===== src/rtl/ofdm_frame_scheduler.sv =====
// OFDM frame scheduler: gates a sample stream into bursts of fixed-length frames
// separated by gaps, starting a programmable offset after a sync trigger.
module ofdm_frame_scheduler #(
  parameter int unsigned SR_BASE = 130,
  parameter int unsigned WIDTH   = 32,
  parameter int unsigned CNT_W   = 16
) (
  input  logic             ce_clk,
  input  logic             ce_rst,
  input  logic             set_stb,
  input  logic [7:0]       set_addr,
  input  logic [31:0]      set_data,
  input  logic             trigger,
  input  logic [WIDTH-1:0] i_tdata,
  input  logic             i_tvalid,
  output logic             i_tready,
  output logic [WIDTH-1:0] o_tdata,
  output logic             o_tlast,
  output logic             o_tvalid,
  input  logic             o_tready,
  output logic             busy,
  output logic [CNT_W-1:0] frame_cnt
);

  typedef enum logic [1:0] {
    S_IDLE   = 2'd0,
    S_OFFSET = 2'd1,
    S_FRAME  = 2'd2,
    S_GAP    = 2'd3
  } state_e;

  localparam logic [CNT_W-1:0] LEN_RST = CNT_W'(64);
  localparam logic [CNT_W-1:0] GAP_RST = CNT_W'(16);
  localparam logic [CNT_W-1:0] OFF_RST = CNT_W'(0);
  localparam logic [CNT_W-1:0] MAX_RST = CNT_W'(1);
  localparam logic [CNT_W-1:0] ONE     = CNT_W'(1);

  // Live settings (bus-writable) and per-burst shadows
  logic [CNT_W-1:0] frame_len_q, gap_len_q, offset_q, max_frames_q;
  logic [CNT_W-1:0] frame_len_s_q, gap_len_s_q, offset_s_q, max_frames_s_q;

  state_e           state_q, state_d;
  logic [CNT_W-1:0] cnt_q, cnt_d;
  logic [CNT_W-1:0] frame_cnt_q, frame_cnt_d;

  // Effective view of the current beat: a qualifying trigger beat already
  // belongs to the burst it starts, using the live settings as its shadows.
  logic             trig_ok_c;
  logic             trig_acc_c;
  logic             hs_c;
  logic             last_c;
  state_e           st_c;
  logic [CNT_W-1:0] len_c, gap_c, off_c, max_c, cnt_c, fcnt_c;

  logic             unused_set_data;
  assign unused_set_data = ^set_data;

  // Settings register writes; the reserved slot and foreign addresses are ignored
  always_ff @(posedge ce_clk or posedge ce_rst) begin
    if (ce_rst) begin
      frame_len_q  <= LEN_RST;
      gap_len_q    <= GAP_RST;
      offset_q     <= OFF_RST;
      max_frames_q <= MAX_RST;
    end else if (set_stb) begin
      if (set_addr == 8'(SR_BASE))     frame_len_q  <= CNT_W'(set_data);
      if (set_addr == 8'(SR_BASE + 1)) gap_len_q    <= CNT_W'(set_data);
      if (set_addr == 8'(SR_BASE + 2)) offset_q     <= CNT_W'(set_data);
      if (set_addr == 8'(SR_BASE + 3)) max_frames_q <= CNT_W'(set_data);
    end
  end

  // Beat classification and combinational stream steering
  always_comb begin
    trig_ok_c = (state_q == S_IDLE) && trigger && i_tvalid &&
                (frame_len_q != '0) && (max_frames_q != '0);
    if (trig_ok_c) begin
      st_c   = (offset_q == '0) ? S_FRAME : S_OFFSET;
      len_c  = frame_len_q;
      gap_c  = gap_len_q;
      off_c  = offset_q;
      max_c  = max_frames_q;
      cnt_c  = '0;
      fcnt_c = '0;
    end else begin
      st_c   = state_q;
      len_c  = frame_len_s_q;
      gap_c  = gap_len_s_q;
      off_c  = offset_s_q;
      max_c  = max_frames_s_q;
      cnt_c  = cnt_q;
      fcnt_c = frame_cnt_q;
    end
    last_c     = (cnt_c == len_c - ONE);
    i_tready   = (st_c == S_FRAME) ? o_tready : 1'b1;
    o_tvalid   = (st_c == S_FRAME) && i_tvalid;
    o_tlast    = (st_c == S_FRAME) && last_c;
    o_tdata    = i_tdata;
    hs_c       = i_tvalid && i_tready;
    trig_acc_c = trig_ok_c && hs_c;
  end

  // Next-state: counters advance only on handshaken beats
  always_comb begin
    state_d     = state_q;
    cnt_d       = cnt_q;
    frame_cnt_d = frame_cnt_q;
    if (hs_c) begin
      state_d     = st_c;
      cnt_d       = cnt_c;
      frame_cnt_d = fcnt_c;
      case (st_c)
        S_OFFSET: begin
          if (cnt_c == off_c - ONE) begin
            state_d = S_FRAME;
            cnt_d   = '0;
          end else begin
            cnt_d = cnt_c + ONE;
          end
        end
        S_FRAME: begin
          if (last_c) begin
            frame_cnt_d = fcnt_c + ONE;
            cnt_d       = '0;
            if (fcnt_c == max_c - ONE) state_d = S_IDLE;
            else if (gap_c != '0)      state_d = S_GAP;
            else                       state_d = S_FRAME;
          end else begin
            cnt_d = cnt_c + ONE;
          end
        end
        S_GAP: begin
          if (cnt_c == gap_c - ONE) begin
            state_d = S_FRAME;
            cnt_d   = '0;
          end else begin
            cnt_d = cnt_c + ONE;
          end
        end
        default: ;
      endcase
    end
  end

  // State, counters and shadow capture on an accepted trigger
  always_ff @(posedge ce_clk or posedge ce_rst) begin
    if (ce_rst) begin
      state_q        <= S_IDLE;
      cnt_q          <= '0;
      frame_cnt_q    <= '0;
      frame_len_s_q  <= LEN_RST;
      gap_len_s_q    <= GAP_RST;
      offset_s_q     <= OFF_RST;
      max_frames_s_q <= MAX_RST;
    end else begin
      state_q     <= state_d;
      cnt_q       <= cnt_d;
      frame_cnt_q <= frame_cnt_d;
      if (trig_acc_c) begin
        frame_len_s_q  <= frame_len_q;
        gap_len_s_q    <= gap_len_q;
        offset_s_q     <= offset_q;
        max_frames_s_q <= max_frames_q;
      end
    end
  end

  assign busy      = (state_q != S_IDLE);
  assign frame_cnt = frame_cnt_q;

endmodule

===== config.mk =====
export PLATFORM = sky130hd
export DESIGN_NAME = ofdm_frame_scheduler
export DESIGN_NICKNAME = d
export VERILOG_FILES = /design/src/rtl/ofdm_frame_scheduler.sv
export SDC_FILE = /design/constraint.sdc
export NUM_CORES = 1
export LEC_CHECK = 0
export BUFFER_PORTS_ARGS = -buffer_cell sky130_fd_sc_hd__buf_4
export CAP_MARGIN = 10
export CELL_PAD_IN_SITES_DETAIL_PLACEMENT = 0
export CELL_PAD_IN_SITES_GLOBAL_PLACEMENT = 1
export CORE_ASPECT_RATIO = 0.9
export CORE_MARGIN = 1
export CORE_UTILIZATION = 50
export DETAILED_ROUTE_END_ITERATION = 7
export PLACE_DENSITY_LB_ADDON = 0.15
export SLEW_MARGIN = 20
export SYNTH_ARGS = -nofsm -noshare
export SYNTH_HDL_FRONTEND = slang
export SYNTH_SLANG_ARGS = --single-unit

===== constraint.sdc =====
create_clock -name ce_clk -period 10.75 [get_ports ce_clk]
set_input_delay 2.6875 -clock ce_clk [delete_from_list [all_inputs] [get_ports ce_clk]]
set_output_delay 2.6875 -clock ce_clk [all_outputs]
set_load 0.05 [all_outputs]

---- After elaboration in Yosys (flattened, before gate mapping) ----
Cells that the tools add are included.
W data, S select, Z words.
word-level totals
  flip-flop bits (word level) ............. 162
  input bits .............................. 78
  output and inout port bits .............. 52
  logic and storage cells ................. 67
operators by class
  $add $sub $neg .......................... 6
  eq/ne operators ......................... 11
  multiplexer cells ....................... 21
  reduce and logical (&&, ||, !) cells .... 18
operator list
  kind                     number
  $mux W16                 11
  $eq A16 B16 Y1           4
  $sub A16 B1 Y16 const B  4
  $pmux W16 S3             1
  $reduce_bool A16 Y1      3
  $add A16 B1 Y16 const B  2
  $eq A8 B8 Y1 const B     4
  $logic_not A16 Y1        1
  $mux W2                  6
  $logic_and A1 B1 Y1      8
  $reduce_and A2 Y1        4
  $pmux W2 S3              1
  $eq A2 B2 Y1 const B     2
  $eq A2 B1 Y1 const B     1
  $logic_not A2 Y1         1
  $mux W1                  2
  $reduce_bool A2 Y1       1

---- Longest topological paths before layout ----
Gate-level depths: netlist of run 1.
  depth in word-level cells ............... 11
  depth in mapped cells ................... 22
  gate-level depth less buffers ........... 16

---- Least setup slack after synthesis of run 1 ----
Ideal clock, no wire load.
  path kind ............................... input-to-output
  from .................................... input port i_tvalid
  to ...................................... output port o_tlast
  data arrival time ....................... 6.583 ns
  required time ........................... 8.062 ns
  setup slack ............................. 1.479 ns
  cell stages on the path ................. 15
  path through ............................ and3_1 -> buf_2 -> nand3_2 -> clkbuf_8 -> clkbuf_1 -> buf_1 -> mux2i_1 -> ha_1 -> or3b_1 -> o31a_1 -> o32ai_2 -> nor2_1 -> nor4_1 -> a21oi_1 -> nor2_1
on the way
  cells in the longest elaborated chain, start to end .. 7
  elaborated cells between the ends (all ways) .. 10
  those cells by class .................... 1 x add/sub; 2 x eq/ne; 3 x mux; 4 x reduce/logical
RTL lines
  element                               RTL line  source
  start, declared                       15        input logic i_tvalid,
  $logic_and A1 B1 Y1 (*) (2 in a row)  75        trig_ok_c = (state_q == S_IDLE) && trigger && i_tvalid &&
  $logic_and A1 B1 Y1 (*)               76        (frame_len_q != '0) && (max_frames_q != '0);
  $mux W16                              77        if (trig_ok_c) begin
  $sub A16 B1 Y16                       94        last_c = (cnt_c == len_c - ONE);
  $eq A16 B16 Y1                        94
  $logic_and A1 B1 Y1 (*)               97        o_tlast = (st_c == S_FRAME) && last_c;
  end, declared                         18        output logic o_tlast,
Mark *: on every way between the ends. The rest lies on a longest branch, timed or not.

---- Worst setup path in the final report of run 1 ----
Ends and elaborated chain as after synthesis.

==> impl_metrics.tcl, run 1 <==
set metrics [dict create \
    max-cap-violations 0 \
    grt_pass1_vias 7656 \
    cts-buffers-inserted 17 \
    cts_hold_buf 0 \
    diodes 0 \
    place_hpwl_um 21200 \
    hold_class "reg -> reg" \
    areaGrowthSynthToFinish_pct 8.85 \
    yosysMostFrequentCell "dfrtp_1" \
    power-per-cell-area_mw_per_mm2 170 \
    path_max_fanout 26 \
    status "completed" \
    syn_nets 1150 \
    place.gp.congestion 0.890 \
    holdWs_ps 532 \
    nets 1138 \
    layout-drive-gt1-share 0.230 \
    die_width_um 155 \
    path_clk_slew_ps 70 \
    cts_tree "yes" \
    ys_top_cells_by_area "dfrtp_1, mux2_2, xnor2_1, xor2_1, nor2_1" \
    tightest_slew_ps 1050 \
    io_buffers 49 \
    start_util 0.508 \
    setup-tns-final_ps 0 \
    leakage_uw 0.00531 \
    synth_edf_count 0 \
    drtAntennaViolNets 0 \
    routed_wl_um 29100 \
    finalHoldViolCount 0 \
    grt_pass1_wl_um 46100 \
    r2r-start "max_frames_q[4]$_DFFE_PP0P_" \
    fin_crit_sh 0.850 \
    required_ps 8060 \
    r2r-end "cnt_q[5]$_DFFE_PP0P_" \
    vias_per_cell 6.18 \
    post_cts_buffers 0 \
    max_clock_freq_mhz 109 \
    ys_seq_area_frac 0.385 \
    wl_per_cell_um 21.5 \
    cts_root_buf "clkbuf_16" \
    cts_max_level 4 \
    synthTopCellsByCount "dfrtp_1, mux2_2, nor2_1" \
    final_core_util 0.553 \
    synth_warnings 0 \
    finalMaxSlewViolations 0 \
    finClkSkew_ps 11.1 \
    ff2ff_path_depth 17 \
    core-area_mm2 0.0208 \
    antenna_found_initial 0 \
    cts_resized 0 \
    worst-setup-path-type "in -> out" \
    synth_area_mm2 0.0106 \
    worstSetupStartpointType "input port" \
    peakVddDrop_v 0.0000960 \
    dpl_cell_area_mm2 0.0108 \
    syn_inst 1066 \
    dieArea_mm2 0.0217 \
    fin_crit_ps 9140 \
    fillCellCount 1918 \
    rows 50 \
    crit_path_end "o_tlast" \
    final_cell_area_mm2 0.0115 \
    dr.pass1.iters 5 \
    drc 0 \
    clk_latency_ps 440 \
    clockBufferDepth 2 \
    setup_violations 0 \
    synth_top_cell_by_area "dfrtp_1" \
    synthArstFlopShare 1.00 \
    die_y_um 140 \
    grt_remaining_overflow 0 \
    crit_path_start "i_tvalid" \
    rsz0062_at_grt "no" \
    grt_max_degree 83 \
    synthDominantCellAreaShare 0.370 \
    grt_util_all_layers 0.282 \
    drtIter0Drc 699 \
    r2r_setup_slack_ps 4110 \
    synth-main-ff-cell "dfrtp_1" \
    end_kind "primary output" \
    critPathArrivalTime_ps 6450 \
    via_count 8368 \
    clock_sinks 162 \
    post_synth_num_cell_types 91 \
    synth-seq-cells 162 \
    relSlewSlack 0.284 \
    avgSynthCellArea_um2 9.90 \
    io_pins 130 \
]
-- per-layer routing --
| layer | wire [µm] | share of wire | vias to the layer above | global-route usage |
|---|---|---|---|---|
| met4 | 258 | 0.0089 | 0 | 0.0630 |
| met1 | 14700 | 0.51 | 4178 | 0.445 |
| li1 | - | - | 3929 | - |
| met2 | 12400 | 0.43 | 236 | 0.389 |
| met3 | 1670 | 0.058 | 25 | 0.0576 |
| met5 | 0 | 0 | - | 0 |
-- sequential cells by signal (all words and copies together) (netlist names) --
register	cells
cnt_q	16
frame_cnt	16
frame_len_q	16
frame_len_s_q	16
gap_len_q	16
gap_len_s_q	16
max_frames_q	16
max_frames_s_q	16
offset_q	16
offset_s_q	16
state_q	2
-- final cells by class --
class	count	area, µm²	share of cell area
multi-input cells	798	5930	0.516
flip-flops and latches	162	4060	0.353
repair buffers	58	439	0.0382
clock buffers	17	425	0.0370
well taps	286	358	0.0311
clock inverters	15	214	0.0186
inverters	17	68.8	0.00599
-- power breakdown --
| group | leakage [µW] | switching, µW | internal, µW |
|---|---|---|---|
| combinational | 0.00279 | 328 | 238 |
| clock | 0.000311 | 297 | 359 |
| sequential | 0.00221 | 76.3 | 650 |
| total | 0.00531 | 701 | 1250 |
-- per-stage QoR --
step	setup slack [ps]	power [µW]	instances
final	1610	1950	1353
after global routing	1300	2050	1353
after CTS	1670	1950	1353
after detailed placement	1690	1300	1321
after global placement	1690	1290	1321
after floorplan	1480	1180	1066
-- layout by cell type (no fill, tap or decap), types with 10 or more instances in the layout --
cell / instances
xor2_1: 36
nand3_1: 29
nand2_1: 55
nor3_1: 37
a21o_1: 11
nand3b_1: 11
inv_1: 16
and3_1: 13
or4_1: 14
a21oi_1: 21
xnor2_1: 57
o21ai_0: 42
a31oi_1: 10
mux2i_1: 19
clkbuf_16: 17
buf_4: 57
dfrtp_1: 156
a22o_1: 16
nand4_1: 20
or3_1: 17
nor2_1: 68
mux2_2: 114
nor4_1: 29
and2_1: 11
-- worst min path at each step --
stage / start / endpoint / slack, ps / cells after the start
4_1_cts: gap_len_q[11]$_DFFE_PP0P_ / gap_len_s_q[11]$_DFFE_PP0P_ / 540 / 1
6_report: max_frames_s_q[15]$_DFFE_PP0P_ / max_frames_s_q[15]$_DFFE_PP0P_ / 530 / 1
3_5_place_dp: offset_s_q[15]$_DFFE_PP0P_ / offset_s_q[15]$_DFFE_PP0P_ / 520 / 1
5_1_grt: offset_s_q[15]$_DFFE_PP0P_ / offset_s_q[15]$_DFFE_PP0P_ / 550 / 1
3_3_place_gp: frame_len_s_q[15]$_DFFE_PP0P_ / frame_len_s_q[15]$_DFFE_PP0P_ / 510 / 1
2_1_floorplan: offset_s_q[15]$_DFFE_PP0P_ / offset_s_q[15]$_DFFE_PP0P_ / 490 / 1
-- worst max-delay path, cell delays in order --
cell and delay (ps):
buf_4 130, and3_1 320, nand3_2 150, buf_4 340, mux2i_1 230, ha_1 370
or3b_1 430, o31a_1 320, o32ai_2 290, nor2_1 90, nor4_1 400, a21oi_1 150
nor2_1 280, buf_4 260
-- kinds of logic after synthesis --
family / synth area share
AOI/OAI and AO/OA: 0.122
muxes: 0.140
buffers and inverters: 0.0561
DFF: 0.385
and+or+nand+nor: 0.211
adders and majority gates: 0.00711
xor gates and xnor gates: 0.0793
Note: power is estimated with default switching activity, not from simulation.
==> inputs of run 2 (changes only) <==
- CORE_UTILIZATION: 50 -> 46
- clock period: 10.75 -> 8.6 ns (I/O delays scaled with it)
==> impl_metrics.tcl, run 2 (same netlist as run 1, synthesis figures left out) <==
set metrics [dict create \
    status "completed" \
    worstSetupStartpointType "input port" \
    end_kind "primary output" \
    leakage_uw 0.00529 \
    critPathSlowestCell "and3_1" \
    nets 1139 \
    instances_no_fill 1365 \
    fin_crit_sh 0.908 \
    cts_resized 0 \
    clockBufferDepth 2 \
    finalMaxSlewViolations 0 \
    areaGrowthSynthToFinish_pct 8.54 \
    setup_violations 0 \
    via_count 8418 \
    fillCellCount 2124 \
    clkPwrFrac 0.320 \
    place.gp.congestion 0.835 \
    rsz0062_at_grt "no" \
    grt_remaining_overflow 0 \
    start_util 0.469 \
    diodes 0 \
    crit_chain "buf_4, and3_1, nand3_2, mux2i_1, ha_1, or3b_1, o31a_1, o32ai_2, nor2_1, nor4_1, a21oi_1, nor2_1, buf_4" \
    power-per-cell-area_mw_per_mm2 208 \
    final_common_cell "dfrtp_1" \
    intPower_uw 1500 \
    critPathArrivalTime_ps 5660 \
    setup-tns-final_ps 0 \
    grt_pass1_vias 7615 \
    dieArea_mm2 0.0236 \
    dr.pass1.iters 5 \
    cts-buffers-inserted 17 \
    cts_root_buf "clkbuf_16" \
    grt_util_all_layers 0.261 \
    tightest_slew_ps 1180 \
    place_hpwl_um 21900 \
    die_width_um 162 \
    io_pins 130 \
    core-area_mm2 0.0225 \
    dpl_cell_area_mm2 0.0109 \
    io_buffers 49 \
    post_cts_buffers 0 \
    layout_common_cells "dfrtp_1, mux2_2, nor2_1" \
    required_ps 6450 \
    drc 0 \
    clock_sinks 162 \
    cts_max_level 4 \
    finClkSkew_ps 17.0 \
    fin_crit_ps 7810 \
    wl_per_cell_um 22.0 \
    hold_class "reg -> reg" \
    combPwrFrac 0.298 \
    p_sw_frac 0.371 \
    drtIter0Drc 658 \
    layout-drive-gt1-share 0.229 \
    placed_cells 1333 \
    p_sw_uw 885 \
    antenna_found_initial 0 \
    finalHoldViolCount 0 \
    max-cap-violations 0 \
    routed_wl_um 30000 \
    rows 52 \
    die_y_um 146 \
    max_clock_freq_mhz 128 \
    drtAntennaViolNets 0 \
    worst-setup-path-type "in -> out" \
    grt_pass1_wl_um 46700 \
    cts_tree "yes" \
    path_max_fanout 9 \
    cts_hold_buf 0 \
    grt_max_degree 98 \
    path_clk_slew_ps 70 \
    relSlewSlack 0.203 \
    clk_latency_ps 440 \
    peakVddDrop_v 0.000151 \
    vias_per_cell 6.17 \
    max_stage_delay_ps 430 \
    final_cell_area_mm2 0.0115 \
    p_seq_frac 0.382 \
]
==> run 2: cell types whose count changed in the layout (fill, tap and decap cells not counted), sizes merged <==
cell	before	now
inv	24	25
bufinv	2	0
buf	58	59
clkbuf	17	18
==> run 2: final timing paths <==
check / start / to / slack [ps] / cells after the start
max: i_tvalid / o_tlast / 790 / 13
max reg2reg: state_q[0]$_DFFE_PP0P_ / cnt_q[9]$_DFFE_PP0P_ / 2420 / 16
min: offset_s_q[15]$_DFFE_PP0P_ / offset_s_q[15]$_DFFE_PP0P_ / 530 / 1
max in group asynchronous: ce_rst / cnt_q[15]$_DFFE_PP0P_ / 5250 / 3
min reg2reg: offset_s_q[15]$_DFFE_PP0P_ / offset_s_q[15]$_DFFE_PP0P_ / 530 / 1
min in group asynchronous: ce_rst / max_frames_s_q[13]$_DFFE_PP0P_ / 1870 / 2
==> run 2: cell type report <==
cell class | instances | area [µm²] | area share
clock buffer | 18 | 429 | 0.0374
inverter | 17 | 68.8 | 0.00601
multi-input combinational | 798 | 5930 | 0.517
sequential | 162 | 4060 | 0.354
clock inverter | 14 | 160 | 0.0140
tap | 297 | 372 | 0.0324
timing repair buffer | 59 | 443 | 0.0387
==> run 2: critical path, delay by kind of cell <==
kind,cells,cell delay [ps]
AOI/OAI and AO/OA,3,740
and+or+nand+nor,6,1830
buffers and inverters,2,380
muxes,1,190
adders and majority gates,1,360
==> run 2: routing by layer <==
metal	routed length [µm]	global-route usage	part of all wire	vias up
li1	-	-	-	3930
met1	15500	0.418	0.52	4240
met2	12700	0.361	0.42	235
met3	1620	0.0499	0.054	13
met4	161	0.0476	0.0054	0
met5	0	0	0	-
==> run 2: power groups by stage <==
stage,Sequential (µW),Combinational (µW),Clock [µW]
finish,912,712,765
detailed placement,923,705,0
floorplan,890,590,0
global route,918,784,809
global placement,923,700,0
CTS,908,708,781
==> run 2: metrics by stage <==
stage                     total power [µW]  hold slack (ps)  setup slack [ps]  utilization
after detailed placement              1630              515               804        0.483
after floorplan                       1480              485               404            -
after global placement                1620              504               829        0.483
final                                 2390              530               789        0.509
after global routing                  2510              550               556        0.509
after CTS                             2400              533               784        0.509
==> inputs of run 3 (changes only) <==
- CORE_UTILIZATION: 46 -> 47
- CTS_BUF_LIST: unset -> sky130_fd_sc_hd__clkbuf_4 sky130_fd_sc_hd__clkbuf_8
- PLACE_DENSITY_LB_ADDON: 0.15 -> 0.25
- REMOVE_ABC_BUFFERS: unset -> 1
==> impl_metrics.tcl, run 3 (same netlist as run 1, synthesis figures left out) <==
set metrics [dict create \
    vias_per_cell 6.15 \
    power-per-cell-area_mw_per_mm2 195 \
    drtIter0Drc 672 \
    finalMaxSlewViolations 0 \
    cts_tree "yes" \
    rsz0062_at_grt "no" \
    max_stage_delay_ps 430 \
    whs_path_depth 1 \
    nets 1143 \
    io_buffers 49 \
    clk_latency_ps 470 \
    path_max_fanout 9 \
    cts_resized 0 \
    r2r_setup_slack_ps 2780 \
    post-place-ws_ps 876 \
    grt_pass1_wl_um 48100 \
    dieArea_mm2 0.0231 \
    layout_common_cells "dfrtp_1, mux2_2, nor2_1" \
    cts-buffers-inserted 17 \
    setup-tns-final_ps 0 \
    wl_per_cell_um 22.6 \
    holdWs_ps 531 \
    status "completed" \
    r2r-start "max_frames_q[7]$_DFFE_PP0P_" \
    fillCellCount 2006 \
    r2r-end "cnt_q[12]$_DFFE_PP0P_" \
    final_common_cell "dfrtp_1" \
    cts_hold_buf 0 \
    grt_pass1_vias 7875 \
    io_pins 130 \
    max_clock_freq_mhz 129 \
    dr.pass1.iters 5 \
    grt_max_degree 90 \
    max-cap-violations 0 \
    path_clk_slew_ps 100 \
    rows 51 \
    fin_crit_sh 0.899 \
    p_total_uw 2210 \
    via_count 8383 \
    peakVddDrop_v 0.000108 \
    drc 0 \
    crit_chain "buf_4, and3_1, nand3_2, mux2i_1, ha_1, or3b_1, o31a_1, o32ai_2, nor2_1, nor4_1, a21oi_1, nor2_1, buf_4" \
    crit_path_start "i_tvalid" \
    clock_sinks 162 \
    die_y_um 144 \
    end_kind "primary output" \
    drtAntennaViolNets 0 \
    cts_root_buf "clkbuf_8" \
    layout-drive-gt1-share 0.233 \
    hold_class "reg -> reg" \
    min-delay-start "offset_s_q[15]$_DFFE_PP0P_" \
    antenna_found_initial 0 \
    start_util 0.484 \
    clockBufferDepth 2 \
    ff2ff_path_depth 16 \
    grt_util_all_layers 0.277 \
    finalHoldViolCount 0 \
    critPathSlowestCell "or3b_1" \
    multi_input_area_mm2 0.00593 \
    final_core_util 0.518 \
    cts_max_level 4 \
    leakage_uw 0.00524 \
    post_cts_buffers 0 \
    grt_remaining_overflow 0 \
    worst-setup-path-type "in -> out" \
    diodes 0 \
    tightest_slew_ps 988 \
    critPathArrivalTime_ps 5580 \
    areaGrowthSynthToFinish_pct 7.06 \
    routed_wl_um 30800 \
    place.gp.congestion 0.901 \
    die_width_um 160 \
    place_hpwl_um 22200 \
    postLayoutSetupSlackWorst_ps 869 \
    setup_violations 0 \
    finClkSkew_ps 18.8 \
    fin_crit_ps 7730 \
    worstSetupStartpointType "input port" \
    min_to "offset_s_q[15]$_DFFE_PP0P_" \
    core-area_mm2 0.0218 \
    required_ps 6450 \
    relSlewSlack 0.340 \
    seq_area_mm2 0.00406 \
]
-- run 3: cell types whose count changed in the layout (fill, tap and decap cells not counted), moves of 2 or more --
cell | previous run | this run
clkbuf_16 | 17 | 0
clkbuf_8 | 0 | 17
buf_4 | 59 | 63
clkinv_8 | 4 | 0
bufinv_16 | 0 | 2
clkinv_2 | 0 | 2
-- run 3: worst max-delay path by stage --
stage | end | slack [ps] | depth (start not counted)
6_report | o_tlast | 870 | 13
5_1_grt | o_tlast | 620 | 13
4_1_cts | o_tlast | 860 | 13
3_5_place_dp | o_tlast | 880 | 13
3_3_place_gp | o_tlast | 880 | 13
2_1_floorplan | o_tlast | 710 | 11
-- run 3: critical path, delay by kind of cell --
kind | cells | cell delay, ps
and+or+nand+nor | 6 | 1730
AOI/OAI and AO/OA | 3 | 770
buffers and inverters | 2 | 380
adders and majority gates | 1 | 350
muxes | 1 | 180
-- run 3: where the power goes --
part           leakage (µW)  switching (µW)  internal (µW)
logic               0.00283             411            300
clock network      0.000206             328            267
registers           0.00221            90.0            812
total               0.00524             829           1380
-- run 3: through the flow --
| step | cells | instance area (µm²) |
|---|---|---|
| 2_1_floorplan | 977 | 10000 |
| 3_3_place_gp | 1331 | 10900 |
| 3_5_place_dp | 1331 | 10900 |
| 4_1_cts | 1363 | 11300 |
| 5_1_grt | 1363 | 11300 |
| 6_report | 1363 | 11300 |
-- run 3: area by class of cell --
class	count	area share
multi-input cells	798	0.525
flip-flops and latches	162	0.359
repair buffers	63	0.0418
well taps	291	0.0322
clock buffers	17	0.0207
clock inverters	15	0.0151
inverters	17	0.00609
-- run 3: per-layer routing --
layer / GRT usage / routed length, µm / part of all wire
met3: 0.0622 / 2000 / 0.065
met4: 0.0662 / 438 / 0.014
met1: 0.413 / 15300 / 0.50
met5: 0.0195 / 0 / 0
met2: 0.403 / 13100 / 0.42
